### src/rtl/z80_dma_pkg.sv
// Shared types and constants for the z80_dma_busmaster block-copy engine.
// Contents:
//   dma_state_t : FSM state encoding
//   BYTE_CYC    : clocks spent on the bus per copied byte (RD1, RD2, WR)
//   addr_t      : 16-bit memory address
//   data_t      : 8-bit memory data
package z80_dma_pkg;

  typedef enum logic [2:0] {
    S_IDLE,
    S_REQ,
    S_RD1,
    S_RD2,
    S_WR,
    S_REL,
    S_GAP
  } dma_state_t;

  localparam int BYTE_CYC = 3;

  typedef logic [15:0] addr_t;
  typedef logic [7:0]  data_t;

endpackage

### src/rtl/dma_xfer_counter.sv
// Address and byte counters for the DMA engine.
// Ports:
//   clk        : clock
//   load       : latch src_in/dst_in/len_in at job start
//   step       : advance src/dst, decrement remaining, bump tenure (end of WR)
//   tenure_clr : restart the per-tenure byte count (bus granted)
//   src_in     : source start address
//   dst_in     : destination start address
//   len_in     : byte count of the job
//   src_cur    : current source address
//   dst_cur    : current destination address
//   src_next   : src_cur + 1, lets the FSM present the next read address from WR
//   last_byte  : the byte now being written is the final byte of the job
//   burst_full : the byte now being written fills the tenure to BURST_MAX
module dma_xfer_counter
  import z80_dma_pkg::*;
#(
  parameter int BURST_MAX = 16
) (
  input  logic  clk,
  input  logic  load,
  input  logic  step,
  input  logic  tenure_clr,
  input  addr_t src_in,
  input  addr_t dst_in,
  input  addr_t len_in,
  output addr_t src_cur,
  output addr_t dst_cur,
  output addr_t src_next,
  output logic  last_byte,
  output logic  burst_full
);

  addr_t       remaining;
  logic [7:0]  tenure;

  // Datapath registers: always loaded before use, so no reset is needed.
  always_ff @(posedge clk) begin
    if (load) begin
      src_cur   <= src_in;
      dst_cur   <= dst_in;
      remaining <= len_in;
    end else if (step) begin
      src_cur   <= src_cur + 16'd1;
      dst_cur   <= dst_cur + 16'd1;
      remaining <= remaining - 16'd1;
    end

    if (tenure_clr) begin
      tenure <= 8'd0;
    end else if (step) begin
      tenure <= tenure + 8'd1;
    end
  end

  assign src_next   = src_cur + 16'd1;
  // Flags look one byte ahead so the decision is made during WR itself.
  assign last_byte  = (remaining == 16'd1);
  assign burst_full = (tenure == 8'(BURST_MAX - 1));

endmodule

### src/rtl/z80_dma_busmaster.sv
// Memory-to-memory block-copy DMA engine sharing memory with a tv80s core.
// Requests the bus with busrq_n, copies up to BURST_MAX bytes per tenure
// (three clocks per byte), releases the bus, waits GAP_CYC clocks so the CPU
// can run, and repeats until the job is done.
// Ports:
//   clk, reset          : clock, synchronous active-high reset
//   start, src, dst, len: job request (len==0 completes immediately)
//   busy, done, err     : job status (done is a pulse, err is sticky)
//   busrq_n, busak_n    : CPU bus request / acknowledge
//   bus_own             : memory mux select, high while DMA drives memory
//   mem_a, mem_do       : memory address / write data
//   mem_di              : memory read data
//   mem_mreq_n, mem_rd_n, mem_wr_n : memory strobes
module z80_dma_busmaster
  import z80_dma_pkg::*;
#(
  parameter int BURST_MAX = 16,
  parameter int GAP_CYC   = 4
) (
  input  logic  clk,
  input  logic  reset,
  input  logic  start,
  input  addr_t src,
  input  addr_t dst,
  input  addr_t len,
  output logic  busy,
  output logic  done,
  output logic  err,
  output logic  busrq_n,
  input  logic  busak_n,
  output logic  bus_own,
  output addr_t mem_a,
  output data_t mem_do,
  input  data_t mem_di,
  output logic  mem_mreq_n,
  output logic  mem_rd_n,
  output logic  mem_wr_n
);

  dma_state_t  state;
  logic        job_end;
  logic [15:0] gap_cnt;

  addr_t src_cur, dst_cur, src_next;
  logic  last_byte, burst_full;
  logic  cnt_load, cnt_step, cnt_tenure_clr;

  assign cnt_load       = (state == S_IDLE) && start && (len != 16'd0);
  assign cnt_step       = (state == S_WR) && !busak_n;
  assign cnt_tenure_clr = (state == S_REQ) && !busak_n;

  dma_xfer_counter #(
    .BURST_MAX (BURST_MAX)
  ) u_cnt (
    .clk        (clk),
    .load       (cnt_load),
    .step       (cnt_step),
    .tenure_clr (cnt_tenure_clr),
    .src_in     (src),
    .dst_in     (dst),
    .len_in     (len),
    .src_cur    (src_cur),
    .dst_cur    (dst_cur),
    .src_next   (src_next),
    .last_byte  (last_byte),
    .burst_full (burst_full)
  );

  // All bus outputs are registered: each is set on the edge that enters the
  // state in which it must be valid.
  always_ff @(posedge clk) begin
    if (reset) begin
      state      <= S_IDLE;
      busrq_n    <= 1'b1;
      bus_own    <= 1'b0;
      mem_mreq_n <= 1'b1;
      mem_rd_n   <= 1'b1;
      mem_wr_n   <= 1'b1;
      mem_a      <= '0;
      mem_do     <= '0;
      busy       <= 1'b0;
      done       <= 1'b0;
      err        <= 1'b0;
      job_end    <= 1'b0;
      gap_cnt    <= '0;
    end else begin
      done <= 1'b0;
      unique case (state)
        S_IDLE: begin
          if (start) begin
            if (len != 16'd0) begin
              busy    <= 1'b1;
              err     <= 1'b0;
              busrq_n <= 1'b0;
              state   <= S_REQ;
            end else begin
              done <= 1'b1;
            end
          end
        end

        S_REQ: begin
          if (!busak_n) begin
            bus_own    <= 1'b1;
            mem_a      <= src_cur;
            mem_mreq_n <= 1'b0;
            mem_rd_n   <= 1'b0;
            state      <= S_RD1;
          end
        end

        S_RD1, S_RD2, S_WR: begin
          if (busak_n) begin
            // Bus taken away mid-tenure: drop everything and abort the job.
            mem_mreq_n <= 1'b1;
            mem_rd_n   <= 1'b1;
            mem_wr_n   <= 1'b1;
            bus_own    <= 1'b0;
            busrq_n    <= 1'b1;
            err        <= 1'b1;
            done       <= 1'b1;
            busy       <= 1'b0;
            state      <= S_IDLE;
          end else if (state == S_RD1) begin
            state <= S_RD2;
          end else if (state == S_RD2) begin
            // mem_do doubles as the byte holding register.
            mem_do   <= mem_di;
            mem_a    <= dst_cur;
            mem_rd_n <= 1'b1;
            mem_wr_n <= 1'b0;
            state    <= S_WR;
          end else if (last_byte || burst_full) begin
            job_end    <= last_byte;
            mem_mreq_n <= 1'b1;
            mem_wr_n   <= 1'b1;
            bus_own    <= 1'b0;
            busrq_n    <= 1'b1;
            state      <= S_REL;
          end else begin
            mem_a    <= src_next;
            mem_wr_n <= 1'b1;
            mem_rd_n <= 1'b0;
            state    <= S_RD1;
          end
        end

        S_REL: begin
          if (busak_n) begin
            if (job_end) begin
              done  <= 1'b1;
              busy  <= 1'b0;
              state <= S_IDLE;
            end else begin
              gap_cnt <= '0;
              state   <= S_GAP;
            end
          end
        end

        S_GAP: begin
          if (gap_cnt == 16'(GAP_CYC - 1)) begin
            busrq_n <= 1'b0;
            state   <= S_REQ;
          end else begin
            gap_cnt <= gap_cnt + 16'd1;
          end
        end

        default: state <= S_IDLE;
      endcase
    end
  end

endmodule

### config.mk
export PLATFORM = sky130hd
export DESIGN_NAME = z80_dma_busmaster
export DESIGN_NICKNAME = d
export VERILOG_FILES = /design/src/rtl/z80_dma_pkg.sv /design/src/rtl/dma_xfer_counter.sv /design/src/rtl/z80_dma_busmaster.sv
export SDC_FILE = /design/constraint.sdc
export NUM_CORES = 1
export LEC_CHECK = 0
export BUFFER_PORTS_ARGS = -buffer_cell sky130_fd_sc_hd__buf_2
export CAP_MARGIN = 20
export CORE_ASPECT_RATIO = 0.75
export CORE_MARGIN = 10
export CORE_UTILIZATION = 55
export CTS_CLUSTER_SIZE = 16
export DETAILED_ROUTE_END_ITERATION = 8
export GPL_ROUTABILITY_DRIVEN = 0
export HOLD_SLACK_MARGIN = 0.1
export PLACE_DENSITY = 0.84
export RECOVER_POWER = 25
export REMOVE_ABC_BUFFERS = 1
export SLEW_MARGIN = 15
export SYNTH_ARGS = -nofsm -noshare
export SYNTH_HDL_FRONTEND = slang
export SYNTH_HIERARCHICAL = 1
export SYNTH_SLANG_ARGS = --single-unit
### constraint.sdc
create_clock -name clk -period 3.2 [get_ports clk]
set_clock_uncertainty 0.15 [all_clocks]
set_input_delay 0.32 -clock clk [delete_from_list [all_inputs] [get_ports clk]]
set_output_delay 0.32 -clock clk [all_outputs]
set_load 0.05 [all_outputs]
; ---- Word-level counts from Yosys, hierarchy flattened
; Cells that the tools add are included.
[totals]
register_bits = 108
latchBits = 0
ram_bits = 0
mem_bits_ro = 0
in_bits = 60
out_inout_bits = 32
word_cells = 142
n_memories = 0
[op_classes]
add_sub_neg = 5
multipliers = 0
div = 0
magnitude_cmp = 0
eq_ne = 26
n_shift = 0
mux = 65
bitwise_logic = 3
n_reduce_logical = 26
[op_table]
columns = cell, n
row1 = 2-to-1 mux 16 bit, 14
row2 = case mux 16 bit (2 select lines), 2
row3 = "adder 16 x 1 -> 16 bit, second input constant", 3
row4 = 2-to-1 mux 1 bit, 31
row5 = 2-to-1 mux 3 bit, 10
row6 = "!= test 2 bit, second input constant", 11
row7 = AND reduction 5 bit, 4
row8 = "== test 16 x 1 -> 1 bit, second input constant", 1
row9 = "== test 16 x 2 -> 1 bit, second input constant", 1
row10 = AND reduction 4 bit, 4
row11 = nonzero test 16 bit, 1
row12 = "subtractor 16 x 1 -> 16 bit, second input constant", 1
row13 = case mux 3 bit (5 select lines), 1
row14 = "!= test 3 bit, second input constant", 4
row15 = "== test 3 bit, second input constant", 3
row16 = case mux 1 bit (3 select lines), 3
row17 = "adder 8 x 1 -> 8 bit, second input constant", 1
row18 = "== test 8 x 4 -> 1 bit, second input constant", 1
row19 = case mux 1 bit (2 select lines), 4
row20 = nonzero test 2 bit, 4
row21 = AND reduction 7 bit, 1
row22 = "== test 3 x 2 -> 1 bit, second input constant", 2
row23 = AND reduction 6 bit, 1
row24 = nonzero test 3 bit, 2
row25 = 10 further kinds, 15

; ---- Logic depth before layout (Yosys ltp)
[depth]
depth_word = 7
depth_mapped = 10
ltp_nobuf = 9

; ---- Modules after synthesis
; Netlist, hierarchy kept.
[modules_own_cells]
columns = module, n_inst, cells_per_inst, area_each_um2, seq_area_each_um2
row1 = dma_xfer_counter, 1, 309, 3199.3, 1601.5
row2 = z80_dma_busmaster, 1, 352, 2801.4, 1041.0

; ---- Least setup slack after synthesis
; OpenSTA, ideal clock, no wires.
[synth_path]
kind = register to register
startpoint = register state[0]
endpoint = register u_cnt.dst_cur[0] (enable)
setup_time_ps = 384
arrival_time_ps = 2261
t_required_ps = 2666
setup_slack_ps = 404
stages_incl_launch_ff = 9
n_path_buf = 4
period_less_slack_ps = 2796
path_cell_list = dfxtp_1 buf_2 buf_1 nor3_1 nand3_1 inv_1 clkbuf_1 clkbuf_1 or2_2
[synth_via]
elab_chain_cells = 4
word_cells_on_any_way = 6
classes_between = eq/ne (1) / reduce/logical (5)
[synth_lines]
columns = item, line_no
row1 = "start, declared", z80_dma_busmaster.sv:40  ; dma_state_t state;
row2 = "start signal, assigned", z80_dma_busmaster.sv:73  ; state <= S_IDLE;
row3 = "start signal, assigned", z80_dma_busmaster.sv:95  ; state <= S_REQ;
row4 = "start signal, assigned", z80_dma_busmaster.sv:108  ; state <= S_RD1;
row5 = logical NOT 3 bit, z80_dma_busmaster.sv:48  ; assign cnt_load = (state == S_IDLE) && start && (len != 16'd0);
row6 = logical AND 1 bit (2 in series), z80_dma_busmaster.sv:48
row7 = net cnt_load, z80_dma_busmaster.sv:46  ; logic cnt_load, cnt_step, cnt_tenure_clr;
row8 = nonzero test 2 bit (no source line), --
row9 = "end signal, assigned", dma_xfer_counter.sv:41  ; dst_cur <= dst_in;
row10 = "end signal, assigned", dma_xfer_counter.sv:45  ; dst_cur <= dst_cur + 16'd1;
row11 = "end, declared", dma_xfer_counter.sv:28  ; output addr_t dst_cur,
; The timed path passes the listed nets, and every way through them passes these cells.
; A chain may end at the register's enable or synchronous reset.

; ---- Worst setup path in the final report
[layout_path]
startpoint = register u_cnt.remaining[9]
endpoint = register mem_a[5]
[layout_via]
elab_chain_cells = 4
[layout_lines]
columns = item, line_no
row1 = "start, declared", dma_xfer_counter.sv:34  ; addr_t remaining;
row2 = "start signal, assigned", dma_xfer_counter.sv:42  ; remaining <= len_in;
row3 = "start signal, assigned", dma_xfer_counter.sv:46  ; remaining <= remaining - 16'd1;
row4 = == test 16 x 1 -> 1 bit, dma_xfer_counter.sv:58  ; assign last_byte = (remaining == 16'd1);
row5 = net last_byte, z80_dma_busmaster.sv:45  ; logic last_byte, burst_full;
row6 = logical OR 1 bit, z80_dma_busmaster.sv:133  ; end else if (last_byte || burst_full) begin
row7 = != test 3 bit (no source line), --
row8 = AND reduction 5 bit (no source line), --
row9 = "end signal, assigned", z80_dma_busmaster.sv:105  ; mem_a <= src_cur;
row10 = "end signal, assigned", z80_dma_busmaster.sv:129  ; mem_a <= dst_cur;
row11 = "end signal, assigned", z80_dma_busmaster.sv:141  ; mem_a <= src_next;
row12 = "end, declared", z80_dma_busmaster.sv:32  ; output addr_t mem_a,
; The timed path passes the listed nets, and every way through them passes these cells.

==> flow_metrics.env <==
export IMPL_clock_root_buffer="clkbuf_16"
export IMPL_row_count=32
export IMPL_ys_ff_latch=108
export IMPL_ios=92
export IMPL_power_density_nw_per_um2=608.1
export IMPL_outcome="finished clean"
export IMPL_worst_pin_slew_ns=0.8909
export IMPL_cp_common_cell="and3_1"
export IMPL_wl_um=15590
export IMPL_clkLatencyLatePin_ns=0.35
export IMPL_fmax_ghz=0.3495
export IMPL_drv_slew=0
export IMPL_worstHoldPathType="primary input to flop"
export IMPL_dr_pass1_iters=5
export IMPL_start_kind="flop"
export IMPL_met1_usage_pct=25.88
export IMPL_diodes=0
export IMPL_grt_overflow=0
export IMPL_antenna_found_initial=0
export IMPL_drv_cap=0
export IMPL_ys_seq_area_share_pct=44.04
export IMPL_die_x_um=140.6
export IMPL_worstPathMaxFanout=16
export IMPL_drive_gt1_share_pct=16.09
export IMPL_drtIter0Drc=631
export IMPL_relSlewSlack_pct=40.15
export IMPL_path_clk_slew_ns=0.07
export IMPL_p_total_mw=4.185
export IMPL_grt_pass1_vias=5157
export IMPL_ant_nets=0
export IMPL_use_met3_pct=5.470
export IMPL_finalHoldViolations=0
export IMPL_grt_usage_pct=19.22
export IMPL_ys_warnings_count=6
export IMPL_sw_frac_of_total_pct=35.24
export IMPL_grt_start_max_net_pins=50
export IMPL_clock_sinks=108
export IMPL_syn_avg_cell_area_um2=9.078
export IMPL_layout_area_overhead_vs_synth_pct=14.68
export IMPL_power_switching_mw=1.475
export IMPL_max_stage_delay_ns=0.56
export IMPL_slowest_stage="or4_4"
export IMPL_required_ns=3.25
export IMPL_synth_edf_count=48
export IMPL_crit_family="simple AND/OR/NAND/NOR gates"
export IMPL_finalNonFillerCells=888
export IMPL_netlist_area_um2=6001
export IMPL_core_um2=10450
export IMPL_rsz0062_at_grt="false"
export IMPL_die_height_um=110.5
export IMPL_final_common_cell="nand2_1"
export IMPL_worstPathCellList="or4_4, nor3_1, and3_1, nor2_1, and3_1, o21a_2, o211ai_1, a21oi_1"
export IMPL_design_area_um2=6882
export IMPL_crit_type="flop to flop"
export IMPL_hpwl_um=11000
export IMPL_initial_core_util_pct=57.42
export IMPL_cts_buffers=9
export IMPL_fin_setup_tns_ns=0
export IMPL_peakVddDrop_mv=0.4286
export IMPL_htreeDepth=3
export IMPL_setup_ws_ns=0.3385
export IMPL_drc=0
export IMPL_dp_cells=859
export IMPL_dpl_cell_area_um2=6518
export IMPL_dieArea_um2=15530
export IMPL_endpoint_kind="flop"
export IMPL_grt_util_met2_pct=29.28
export IMPL_cts_tree="done"
export IMPL_port_buffers=91
export IMPL_vias_per_cell=6.056
export IMPL_cp_arrival_ns=2.91
export IMPL_p_comb_share_pct=27.3
export IMPL_fin_crit_ns=2.862
export IMPL_synthCells=661
export IMPL_setup_viol=0
export IMPL_grt_pass1_wl_um=25250
export IMPL_nets=814
export IMPL_wl_per_cell_um=17.56
export IMPL_yosysUniqueCellTypes=60
export IMPL_vias=5378
export IMPL_power_frac_seq_pct=47.3
export IMPL_synthFlopType="dfxtp_1"
export IMPL_cts_buffer_depth=2
export IMPL_path_buf_inv=0
export IMPL_clockPowerShare_pct=25.4
export IMPL_period_share_pct=89.42
export IMPL_busiest_layer="met2"
export IMPL_p_leak_nw=2.475
export IMPL_synthArstFlopShare_pct=0
export IMPL_p_int_mw=2.710
export IMPL_dp_slack_ns=0.2303
export IMPL_final_cell_mix="95 x nand2_1, 60 x dfxtp_1, 59 x buf_2"
[metrics by stage]
stage	util, %	hold WS [ns]
6_report	65.85	0.1043
5_1_grt	65.85	0.1071
4_1_cts	66.34	0.1001
3_5_place_dp	62.37	0.3025
3_3_place_gp	62.37	0.2962
2_1_floorplan	-	0.2391
[Yosys cell counts (all sizes together), types with 15 or more instances]
master / n / area, µm²
mux2: 17 / 191.4
or3: 18 / 112.6
dfxtp: 60 / 1201
a21oi: 50 / 257.8
mux2i: 20 / 200.2
xnor2: 31 / 271.5
nor4: 21 / 173.9
nor2: 33 / 123.9
clkbuf: 19 / 71.32
edfxtp: 48 / 1441
o211ai: 19 / 142.6
o21ai: 55 / 279.0
inv: 15 / 58.81
nand3: 26 / 130.1
nand2: 96 / 362.8
xor2: 20 / 175.2
nor3: 17 / 85.08
buf: 19 / 121.4
[routing by layer]
layer | share of wire, % | up-vias
met2 | 45 | 271
li1 | - | 2582
met5 | 0 | -
met1 | 43 | 2501
met4 | 1.5 | 0
met3 | 9.7 | 24
[sequential cells by signal, indices dropped and copies added (netlist names), 3 cells and up]
| signal | count |
|---|---|
| u_cnt/src_cur | 16 |
| u_cnt/dst_cur | 16 |
| state | 3 |
| gap_cnt | 16 |
| mem_do | 8 |
| mem_a | 16 |
| u_cnt/remaining | 16 |
| u_cnt/tenure | 8 |
[power groups by stage]
stage	logic [mW]	clock network [mW]	registers, mW
2_1_floorplan	0.680	0	2.07
3_3_place_gp	1.08	0	1.98
3_5_place_dp	1.13	0	2.00
4_1_cts	1.15	1.08	1.97
5_1_grt	1.26	1.14	2.00
6_report	1.14	1.06	1.98
[tightest hold or removal path: stages]
cell and delay [ns]:
buf_2 0.07, nand2_1 0.04, o21ai_0 0.06
[layout make-up]
type,count,area [µm²]
Sequential cell,108,2643
Tap cell,136,170.2
Timing Repair Buffer,113,619.3
Clock inverter,6,46.29
Multi-Input combinational cell,500,3105
Inverter,15,58.81
Fill cell,846,3568
Clock buffer,10,239.0
[path summary, 6_finish.rpt]
| kind | startpoint | to | slack [ns] | cells after the start |
|---|---|---|---|---|
| max | u_cnt/remaining[9] | mem_a[5] | 0.34 | 8 |
| min reg2reg | mem_mreq_n | mem_mreq_n | 0.32 | 2 |
| max reg2reg | u_cnt/remaining[9] | mem_a[5] | 0.34 | 8 |
| min | dst[2] | u_cnt/dst_cur[2] | 0.10 | 3 |
[kinds of logic (layout without fill, tap and decap cells)]
group | Yosys count | count (layout) | share of synthesized area, %
buffers and inverters | 53 | 144 | 4.191
adder cells (fa/ha/maj) | 7 | 7 | 1.459
multiplexers | 37 | 37 | 6.526
flip-flops | 108 | 108 | 44.04
AO/OA/AOI/OAI | 148 | 148 | 14.47
AND/OR/NAND/NOR | 257 | 257 | 21.87
XOR/XNOR | 51 | 51 | 7.444
[timing repair]
action                     4_1_cts  5_1_grt
hold buffers                    13        0
hold endpoints to repair        13        0
setup endpoints to repair        0        1
setup buffers                    0        0
gates resized for setup          0        1
Power figures use the tool's default switching activity.
